==> src/rtl/seg_pkg.sv <==
// Shared glyph constants for the seven-segment scan decoder and its encoder.
package seg_pkg;

    // Active-low glyphs, bit order gfedcba (bit 6 = g).
    localparam logic [6:0] GLYPH_0 = 7'b1000000;
    localparam logic [6:0] GLYPH_1 = 7'b1111001;
    localparam logic [6:0] GLYPH_2 = 7'b0100100;
    localparam logic [6:0] GLYPH_3 = 7'b0110000;
    localparam logic [6:0] GLYPH_4 = 7'b0011001;
    localparam logic [6:0] GLYPH_5 = 7'b0010010;
    localparam logic [6:0] GLYPH_6 = 7'b0000010;
    localparam logic [6:0] GLYPH_7 = 7'b1111000;
    localparam logic [6:0] GLYPH_8 = 7'b0000000;
    localparam logic [6:0] GLYPH_9 = 7'b0010000;

    localparam logic [6:0] SEG_BLANK   = 7'h7F;
    localparam logic [3:0] DIGIT_BLANK = 4'hE;
    localparam logic [3:0] DIGIT_ERR   = 4'hF;

    // Forward encoder; anything that is not a decimal digit shows as blank.
    function automatic logic [6:0] digit_to_seg(input logic [3:0] value);
        logic [6:0] pattern;
        case (value)
            4'd0:    pattern = GLYPH_0;
            4'd1:    pattern = GLYPH_1;
            4'd2:    pattern = GLYPH_2;
            4'd3:    pattern = GLYPH_3;
            4'd4:    pattern = GLYPH_4;
            4'd5:    pattern = GLYPH_5;
            4'd6:    pattern = GLYPH_6;
            4'd7:    pattern = GLYPH_7;
            4'd8:    pattern = GLYPH_8;
            4'd9:    pattern = GLYPH_9;
            default: pattern = SEG_BLANK;
        endcase
        return pattern;
    endfunction

endpackage

==> src/rtl/seg_pattern_decode.sv <==
// Combinational map from an active-low segment pattern to a digit code.
module seg_pattern_decode
    import seg_pkg::*;
(
    input  logic [6:0] i_seg,
    output logic [3:0] o_value,
    output logic       o_err,
    output logic       o_blank
);

    // Unknown patterns fall through to the error code.
    always_comb begin
        o_value = DIGIT_ERR;
        o_err   = 1'b1;
        o_blank = 1'b0;
        case (i_seg)
            GLYPH_0:   begin o_value = 4'd0; o_err = 1'b0; end
            GLYPH_1:   begin o_value = 4'd1; o_err = 1'b0; end
            GLYPH_2:   begin o_value = 4'd2; o_err = 1'b0; end
            GLYPH_3:   begin o_value = 4'd3; o_err = 1'b0; end
            GLYPH_4:   begin o_value = 4'd4; o_err = 1'b0; end
            GLYPH_5:   begin o_value = 4'd5; o_err = 1'b0; end
            GLYPH_6:   begin o_value = 4'd6; o_err = 1'b0; end
            GLYPH_7:   begin o_value = 4'd7; o_err = 1'b0; end
            GLYPH_8:   begin o_value = 4'd8; o_err = 1'b0; end
            GLYPH_9:   begin o_value = 4'd9; o_err = 1'b0; end
            SEG_BLANK: begin o_value = DIGIT_BLANK; o_err = 1'b0; o_blank = 1'b1; end
            default:   ;
        endcase
    end

endmodule

==> src/rtl/seg_scan_decoder.sv <==
// Recovers the four digits shown on a multiplexed active-low 7-segment
// display and hands them out as frames through a valid/ready handshake.
module seg_scan_decoder
    import seg_pkg::*;
#(
    parameter int STABLE_CYCLES = 4
) (
    input  logic        clk,
    input  logic        rst,
    input  logic [3:0]  an,
    input  logic [6:0]  seg,
    output logic [15:0] digits,
    output logic [3:0]  digit_err,
    output logic        frame_valid,
    input  logic        frame_ready,
    output logic        overflow
);

    localparam logic [7:0] STABLE_LIM = 8'(STABLE_CYCLES);

    logic [3:0]  r_an;
    logic [6:0]  r_seg;
    logic [3:0]  r_prev_an;
    logic [6:0]  r_prev_seg;
    logic [7:0]  r_cnt;
    logic [15:0] r_work_val;
    logic [3:0]  r_work_err;
    logic [3:0]  r_seen;
    logic [15:0] r_digits;
    logic [3:0]  r_digit_err;
    logic        r_frame_valid;
    logic        r_overflow;

    logic        w_qual;
    logic [1:0]  w_slot;
    logic        w_same;
    logic [7:0]  w_cnt_next;
    logic        w_capture;
    logic        w_complete;
    logic        w_accept;
    logic        w_load;
    logic [3:0]  w_seen_next;
    logic [3:0]  w_dec_val;
    logic        w_dec_err;
    logic        w_dec_blank;
    logic [3:0]  w_slot_val;

    seg_pattern_decode u_decode (
        .i_seg   (r_seg),
        .o_value (w_dec_val),
        .o_err   (w_dec_err),
        .o_blank (w_dec_blank)
    );

    assign w_slot_val = w_dec_blank ? DIGIT_BLANK : w_dec_val;

    // Only a single low enable bit identifies a slot.
    always_comb begin
        w_qual = 1'b1;
        w_slot = 2'd0;
        case (r_an)
            4'b1110: w_slot = 2'd0;
            4'b1101: w_slot = 2'd1;
            4'b1011: w_slot = 2'd2;
            4'b0111: w_slot = 2'd3;
            default: w_qual = 1'b0;
        endcase
    end

    assign w_same = ({r_an, r_seg} == {r_prev_an, r_prev_seg});

    // Run-length counter; saturation makes the capture fire once per run.
    always_comb begin
        w_cnt_next = r_cnt;
        if (!w_qual)
            w_cnt_next = 8'd0;
        else if (w_same && (r_cnt != 8'd0))
            w_cnt_next = (r_cnt == STABLE_LIM) ? r_cnt : r_cnt + 8'd1;
        else
            w_cnt_next = 8'd1;
    end

    assign w_capture  = w_qual && (w_cnt_next == STABLE_LIM) && (r_cnt != STABLE_LIM);
    assign w_complete = &r_seen;
    assign w_accept   = r_frame_valid && frame_ready;
    assign w_load     = w_complete && (!r_frame_valid || frame_ready);

    // Completion clears the seen set whether the frame is loaded or dropped.
    always_comb begin
        w_seen_next = w_complete ? 4'b0000 : r_seen;
        if (w_capture)
            w_seen_next[w_slot] = 1'b1;
    end

    // Input sample stage and previous-sample copy for the stability compare.
    always_ff @(posedge clk or posedge rst) begin
        if (rst) begin
            r_an       <= 4'hF;
            r_seg      <= SEG_BLANK;
            r_prev_an  <= 4'hF;
            r_prev_seg <= SEG_BLANK;
            r_cnt      <= 8'd0;
        end else begin
            r_an       <= an;
            r_seg      <= seg;
            r_prev_an  <= r_an;
            r_prev_seg <= r_seg;
            r_cnt      <= w_cnt_next;
        end
    end

    // Working slots collect captures until all four have been seen.
    always_ff @(posedge clk or posedge rst) begin
        if (rst) begin
            r_work_val <= 16'h0000;
            r_work_err <= 4'h0;
            r_seen     <= 4'h0;
        end else begin
            r_seen <= w_seen_next;
            for (int i = 0; i < 4; i++) begin
                if (w_capture && (w_slot == 2'(i))) begin
                    r_work_val[4*i +: 4] <= w_slot_val;
                    r_work_err[i]        <= w_dec_err;
                end
            end
        end
    end

    // Output frame register with valid/ready handshake and sticky overflow.
    always_ff @(posedge clk or posedge rst) begin
        if (rst) begin
            r_digits      <= 16'h0000;
            r_digit_err   <= 4'h0;
            r_frame_valid <= 1'b0;
            r_overflow    <= 1'b0;
        end else begin
            if (w_load) begin
                r_digits      <= r_work_val;
                r_digit_err   <= r_work_err;
                r_frame_valid <= 1'b1;
            end else if (w_accept) begin
                r_frame_valid <= 1'b0;
            end
            if (w_accept)
                r_overflow <= 1'b0;
            else if (w_complete && r_frame_valid)
                r_overflow <= 1'b1;
        end
    end

    assign digits      = r_digits;
    assign digit_err   = r_digit_err;
    assign frame_valid = r_frame_valid;
    assign overflow    = r_overflow;

endmodule

==> config.mk <==
export PLATFORM = sky130hd
export DESIGN_NAME = seg_scan_decoder
export DESIGN_NICKNAME = d
export VERILOG_FILES = /design/src/rtl/seg_pkg.sv /design/src/rtl/seg_pattern_decode.sv /design/src/rtl/seg_scan_decoder.sv
export SDC_FILE = /design/constraint.sdc
export NUM_CORES = 1
export LEC_CHECK = 0
export ABC_CLOCK_PERIOD_IN_PS = 3200
export CAP_MARGIN = 0
export CORE_ASPECT_RATIO = 1.2
export CORE_UTILIZATION = 25
export CTS_CLUSTER_DIAMETER = 60
export DETAILED_ROUTE_END_ITERATION = 7
export MAX_ROUTING_LAYER = met4
export PLACE_DENSITY = 0.46
export SETUP_SLACK_MARGIN = 0.3
export SLEW_MARGIN = 30
export SYNTH_ARGS = -nofsm -noshare
export SYNTH_HDL_FRONTEND = slang
export SYNTH_SLANG_ARGS = --single-unit
==> constraint.sdc <==
create_clock -name clk -period 3.2 [get_ports clk]
set_clock_uncertainty 0.2 [all_clocks]
set_input_delay 0.32 -clock clk [delete_from_list [all_inputs] [get_ports clk]]
set_output_delay 0.32 -clock clk [all_outputs]
set_load 0.05 [all_outputs]
# == Yosys cells after proc, flatten, opt, wreduce, memory -nomap -nowiden ==
# Cells that the tools add are included.
# totals
ff_bits,76
latchBits,0
ramBits,0
rom_bits,0
input_bits,14
n_memories,0
# classes
n_addsub,1
multipliers,0
div_mod_pow,0
order_cmp,2
n_eq_ne,21
shift,0
muxes,17
n_bitwise,1
reduce_logical,21
# ops
cell,count
4-bit case mux with 11 select lines,1
7-bit equality test (second input constant),4
8-bit 2-to-1 mux,3
7-bit by 5-bit equality test with 1-bit output (second input constant),3
8-bit by 3-bit equality test with 1-bit output (second input constant),2
7-bit by 6-bit equality test with 1-bit output (second input constant),2
4-bit equality test (second input constant),3
4-bit 2-to-1 mux,3
11-bit equality test,1
1-bit logical AND,11
11-bit OR reduction,1
8-bit by 1-bit adder with 8-bit output (second input constant),1
1-bit 2-to-1 mux,8
8-bit by 3-bit != test with 1-bit output (second input constant),1
8-bit nonzero test,1
7-bit by 2-bit equality test with 1-bit output (second input constant),1
7-bit zero test,1
2-bit case mux with 3 select lines,1
2-bit equality test (second input constant),2
4-bit by 3-bit equality test with 1-bit output (second input constant),1
4-bit OR,1
4-bit AND reduction,1
2-bit nonzero test,2
4-bit OR reduction,1
other kinds (7),7

# == Logic depth before layout (Yosys ltp) ==
# depth
depth_word,8
mapped_depth,8
mapped_depth_nobuf,7

# == Modules after synthesis ==
# A second synthesis with hierarchy kept.
# hier_totals
cells_unflattened,245
hier_area_um2,3357.0
# modules_own_cells
mod,instances,cells_per_inst,area_each_um2,seq_area_each_um2
seg_scan_decoder,1,206,3104.2,1929.4
seg_pattern_decode,1,39,252.7,0.0

# == Worst setup path before layout ==
# OpenSTA, ideal clock, no wires.
# synth_path
kind,reg2reg
startpoint,register r_cnt[1]
endpoint,register r_work_val[0]
setup_time_ps,80
t_arrival_ps,2240
required_ps,2920
slack_ps,680
path_stages_with_launch,8
synth_period_minus_slack_ps,2520
cell_sequence,dfrtp_1 > clkbuf_1 > inv_1 > ha_1 > a211oi_1 > nand4_1 > nor4_4 > mux2i_1
# synth_between
elab_chain_cells,8
elab_cells_between_ends,12
classes_between,add/sub (1); eq/ne (3); mux (3); reduce/logical (5)
# synth_rtl
element,line_no,text
from (decl),seg_scan_decoder.sv:25,logic [7:0] r_cnt;
from (signal assigned),seg_scan_decoder.sv:108,r_cnt <= w_cnt_next;
"8-bit by 1-bit adder with 8-bit output, or another cell as far along",seg_scan_decoder.sv:78,w_cnt_next = (r_cnt == STABLE_LIM) ? r_cnt : r_cnt + 8'd1;
8-bit 2-to-1 mux / 1-bit logical AND (equally long branches),"seg_scan_decoder.sv:78, seg_scan_decoder.sv:77",
8-bit 2-to-1 mux,seg_scan_decoder.sv:77,else if (w_same && (r_cnt != 8'd0))
8-bit 2-to-1 mux,seg_scan_decoder.sv:75,if (!w_qual)
8-bit by 3-bit equality test with 1-bit output,seg_scan_decoder.sv:83,assign w_capture = w_qual && (w_cnt_next == STABLE_LIM) && (r_cnt != STABLE_LIM);
1-bit logical AND,seg_scan_decoder.sv:83,
1-bit logical AND (*),seg_scan_decoder.sv:83,
1-bit logical AND (*),seg_scan_decoder.sv:121,if (w_capture && (w_slot == 2'(i))) begin
"to (signal, indexed assignment)",seg_scan_decoder.sv:122,r_work_val[4*i +: 4] <= w_slot_val;
to (decl),seg_scan_decoder.sv:26,logic [15:0] r_work_val;
# Every way passes the cells marked *; elsewhere a longest branch is shown, timed or not.
# A chain may end at the register's enable or synchronous reset.

# == Worst setup path after layout ==
# layout_path
startpoint,register r_an[2]
endpoint,register r_work_val[12]
# layout_between
elab_chain_cells,8
elab_cells_between_ends,16
classes_between,eq/ne (7); mux (4); reduce/logical (5)
# layout_rtl
element,line_no,text
from (decl),seg_scan_decoder.sv:21,logic [3:0] r_an;
from (signal assigned),seg_scan_decoder.sv:104,r_an <= an;
"4-bit by 3-bit equality test with 1-bit output, or another cell as far along",seg_scan_decoder.sv:61,case (r_an)
4-bit OR reduction (no source line) / 1-bit logical AND (equally long branches),n/a,
1-bit 2-to-1 mux / 8-bit 2-to-1 mux (equally long branches),"seg_scan_decoder.sv:61, seg_scan_decoder.sv:77",
8-bit 2-to-1 mux,seg_scan_decoder.sv:75,
8-bit by 3-bit equality test with 1-bit output,seg_scan_decoder.sv:83,
1-bit logical AND (2 in a row),seg_scan_decoder.sv:83,
1-bit logical AND (*),seg_scan_decoder.sv:121,
# Marks and branches as above.

==> metrics.cfg <==
[floorplanning]
die_y_um = 131.0
dieArea_mm2 = 0.01434
ioPinCount = 36
rows = 46
initial_core_util_pct = 25.95
core_mm2 = 0.01335
die_x_um = 109.5

[final_layout]
seqCellArea_mm2 = 0.001929
drive_above_1_share_pct = 23.94
diodes = 0
multiInputGateArea_mm2 = 0.001353
finalNetCount = 341
area_growth_pct = 24.05
n_fill_cell = 1375
stdcell_count = 498

[logic_synthesis]
yosysMostFrequentCell = dfrtp_1
synthArstFlopShare_pct = 100.0
yosys_warnings = 0
synth-seq-cells = 76
synth-edff-count = 0
yosys.area.top_type = dfrtp_1
seq_area_frac_synth_pct = 55.69
synth_top_flop_cell = dfrtp_1
synth_top_area_share_pct = 39.00
ys_types = 42
synth_area_mm2 = 0.003465
avgSynthCellArea_um2 = 12.07
synthCells = 287
ys_top_cells_by_area = dfrtp_1 (39%), dfstp_2 (17%), mux2_2 (6.8%)
synth_common_cells = dfrtp_1 (54), inv_1 (26), dfstp_2 (22), mux2_2 (21), mux2i_1 (20)
postSynthNetCount = 303

[sta]
max_slew_margin_pct = 54.67
finalHoldViolations = 0
fin_crit_ns = 2.648
rsz0062_at_grt = no
finalSetupTns_ns = 0
worst_pin_slew_ns = 0.6728
fmax_ghz = 0.3776
drv_slew = 0
finalSetupViolCount = 0
finalCritPeriodShare_pct = 82.76

[setup_path]
worst-path-max-fanout = 8
required_ns = 3.25
r2r_cells = 6
crit_chain = xnor2_1 > o211ai_2 > or4b_1 > nor4_4 > buf_4 > mux2i_1
path_class = flip-flop to flip-flop
rrSetupSlack_ns = 0.55
rr_startpoint = r_an[2]
setup.worst_path.end_class = flip-flop
timing.rr.end = r_work_val[12]
cp_slowest_cell = or4b_1
slowest_delay_ns = 0.66
cp-start-kind = flip-flop
worstPathArrival_ns = 2.70

[grt]
track_usage_pct = 11.09
antenna_found_initial = 0
grt_pass1_vias = 2223
met2_usage_pct = 16.50
gr-total-overflow = 0
grt_max_degree = 77
met1_usage_pct = 13.70
grt_util_met3_pct = 3.224
busiest_layer = met2
grt_pass1_wl_um = 11500

[place]
placed_cells = 478
portBuffers = 35
dp_hpwl_um = 4642
gp_congestion = 0.7859

[drt]
postRouteAntennaNets = 0
wl_um = 6826
drt-initial-drc-count = 110
drc = 0
dr.pass1.iters = 6
vias = 2249
wl_per_cell_um = 13.71
vias_per_cell = 4.516

[hold_path]
hp-class = input port to flip-flop
hold-path-endpoint = r_seg[4]
whs_path_depth = 1
hold_start = seg[4]

[clock_network]
post_cts_buffers = 0
post_cts_resized = 0
clk_pin_slew_ns = 0.06
cts_buffers = 9
hold_buffers = 0
cts_tree = yes
numClockSinks = 76
htreeDepth = 3
worstSkewPairLatency_ns = 0.34
cts_buffer_depth = 2
root_buffer = clkbuf_16

[run]
cap_violations = 0

[power_and_ir_drop]
ir_drop_v = 0.0002368
power_density_mw_per_mm2 = 482.0
p_leak_uw = 0.001766

[run_status]
status = finished clean

worst max-delay path by stage:
stage	from	endpoint	slack [ns]
3_5_place_dp	r_an[2]	r_work_err[2]	0.35
5_1_grt	r_seg[1]	r_work_val[12]	0.32
2_1_floorplan	r_cnt[1]	r_work_val[0]	0.68
4_1_cts	r_an[2]	r_work_err[2]	0.33
3_3_place_gp	r_an[2]	r_work_val[11]	0.37
6_report	r_an[2]	r_work_val[12]	0.55
layout by cell type (no fill, tap or decap), types with 8 or more instances in the layout:
master,n
clkbuf_16,9
clkdlybuf4s50_1,35
dfrtp_1,54
dfstp_2,22
inv_1,25
mux2_2,21
mux2i_1,20
nand2_1,13
nand3_1,11
nand4_1,9
nor2_1,10
nor3_1,8
xnor2_1,13
registers in the layout, summed over array words and instances (netlist names), 4 cells and up:
signal,cells
digits,16
r_work_val,16
r_cnt,8
r_prev_seg,7
r_seg,7
digit_err,4
r_an,4
r_prev_an,4
r_seen,4
r_work_err,4
through the flow:
step	hold slack, ns	util, %	setup WS, ns	cell area (µm²)	total power, µW
5_1_grt	0.1799	32.19	0.3198	4298	2173
3_5_place_dp	0.2077	29.83	0.3511	3983	1134
2_1_floorplan	0.1245	-	0.6801	3465	1092
4_1_cts	0.1725	31.96	0.3307	4268	2113
3_3_place_gp	0.2074	29.83	0.3690	3983	1132
6_report	0.1864	32.19	0.5518	4298	2072
routing by layer:
metal / up-vias / share of wire, %
met1: 1116 / 46
met2: 38 / 48
met3: 12 / 3.6
li1: 1083 / -
met4: 0 / 2.4
met5: - / 0
where the power goes:
| part | internal (µW) | leakage, µW | switching (µW) |
|---|---|---|---|
| Combinational | 45.5 | 0.000651 | 53.4 |
| Sequential | 989 | 0.000980 | 26.2 |
| Clock | 551 | 0.000135 | 407 |
kinds of logic after synthesis:
family                   after synthesis  share of synthesized area, %
AND/OR/NAND/NOR                       76                         14.48
AO/OA/AOI/OAI                         33                         6.826
adder cells (fa/ha/maj)                2                        0.7222
flip-flops                            76                         55.69
multiplexers                          41                         12.60
buffers and inverters                 42                         5.381
XOR/XNOR                              17                         4.297
critical path, delay by kind of cell (launching register included):
kind / cells / cell delay [ns]
simple gates: 2 / 0.92
flops: 1 / 0.61
compound gates: 1 / 0.29
buf+inv: 1 / 0.21
mux: 1 / 0.20
xor+xnor: 1 / 0.12
final cells by class:
type                       count  share of cell area, %
clock buffer                  10                  5.560
clock inverter                 6                  1.077
inverter                      26                  2.271
multi-input combinational    169                  31.47
sequential                    76                  44.89
tap                          168                  4.891
timing repair buffer          43                  9.840
No activity file was read; power rests on OpenSTA's default activity.
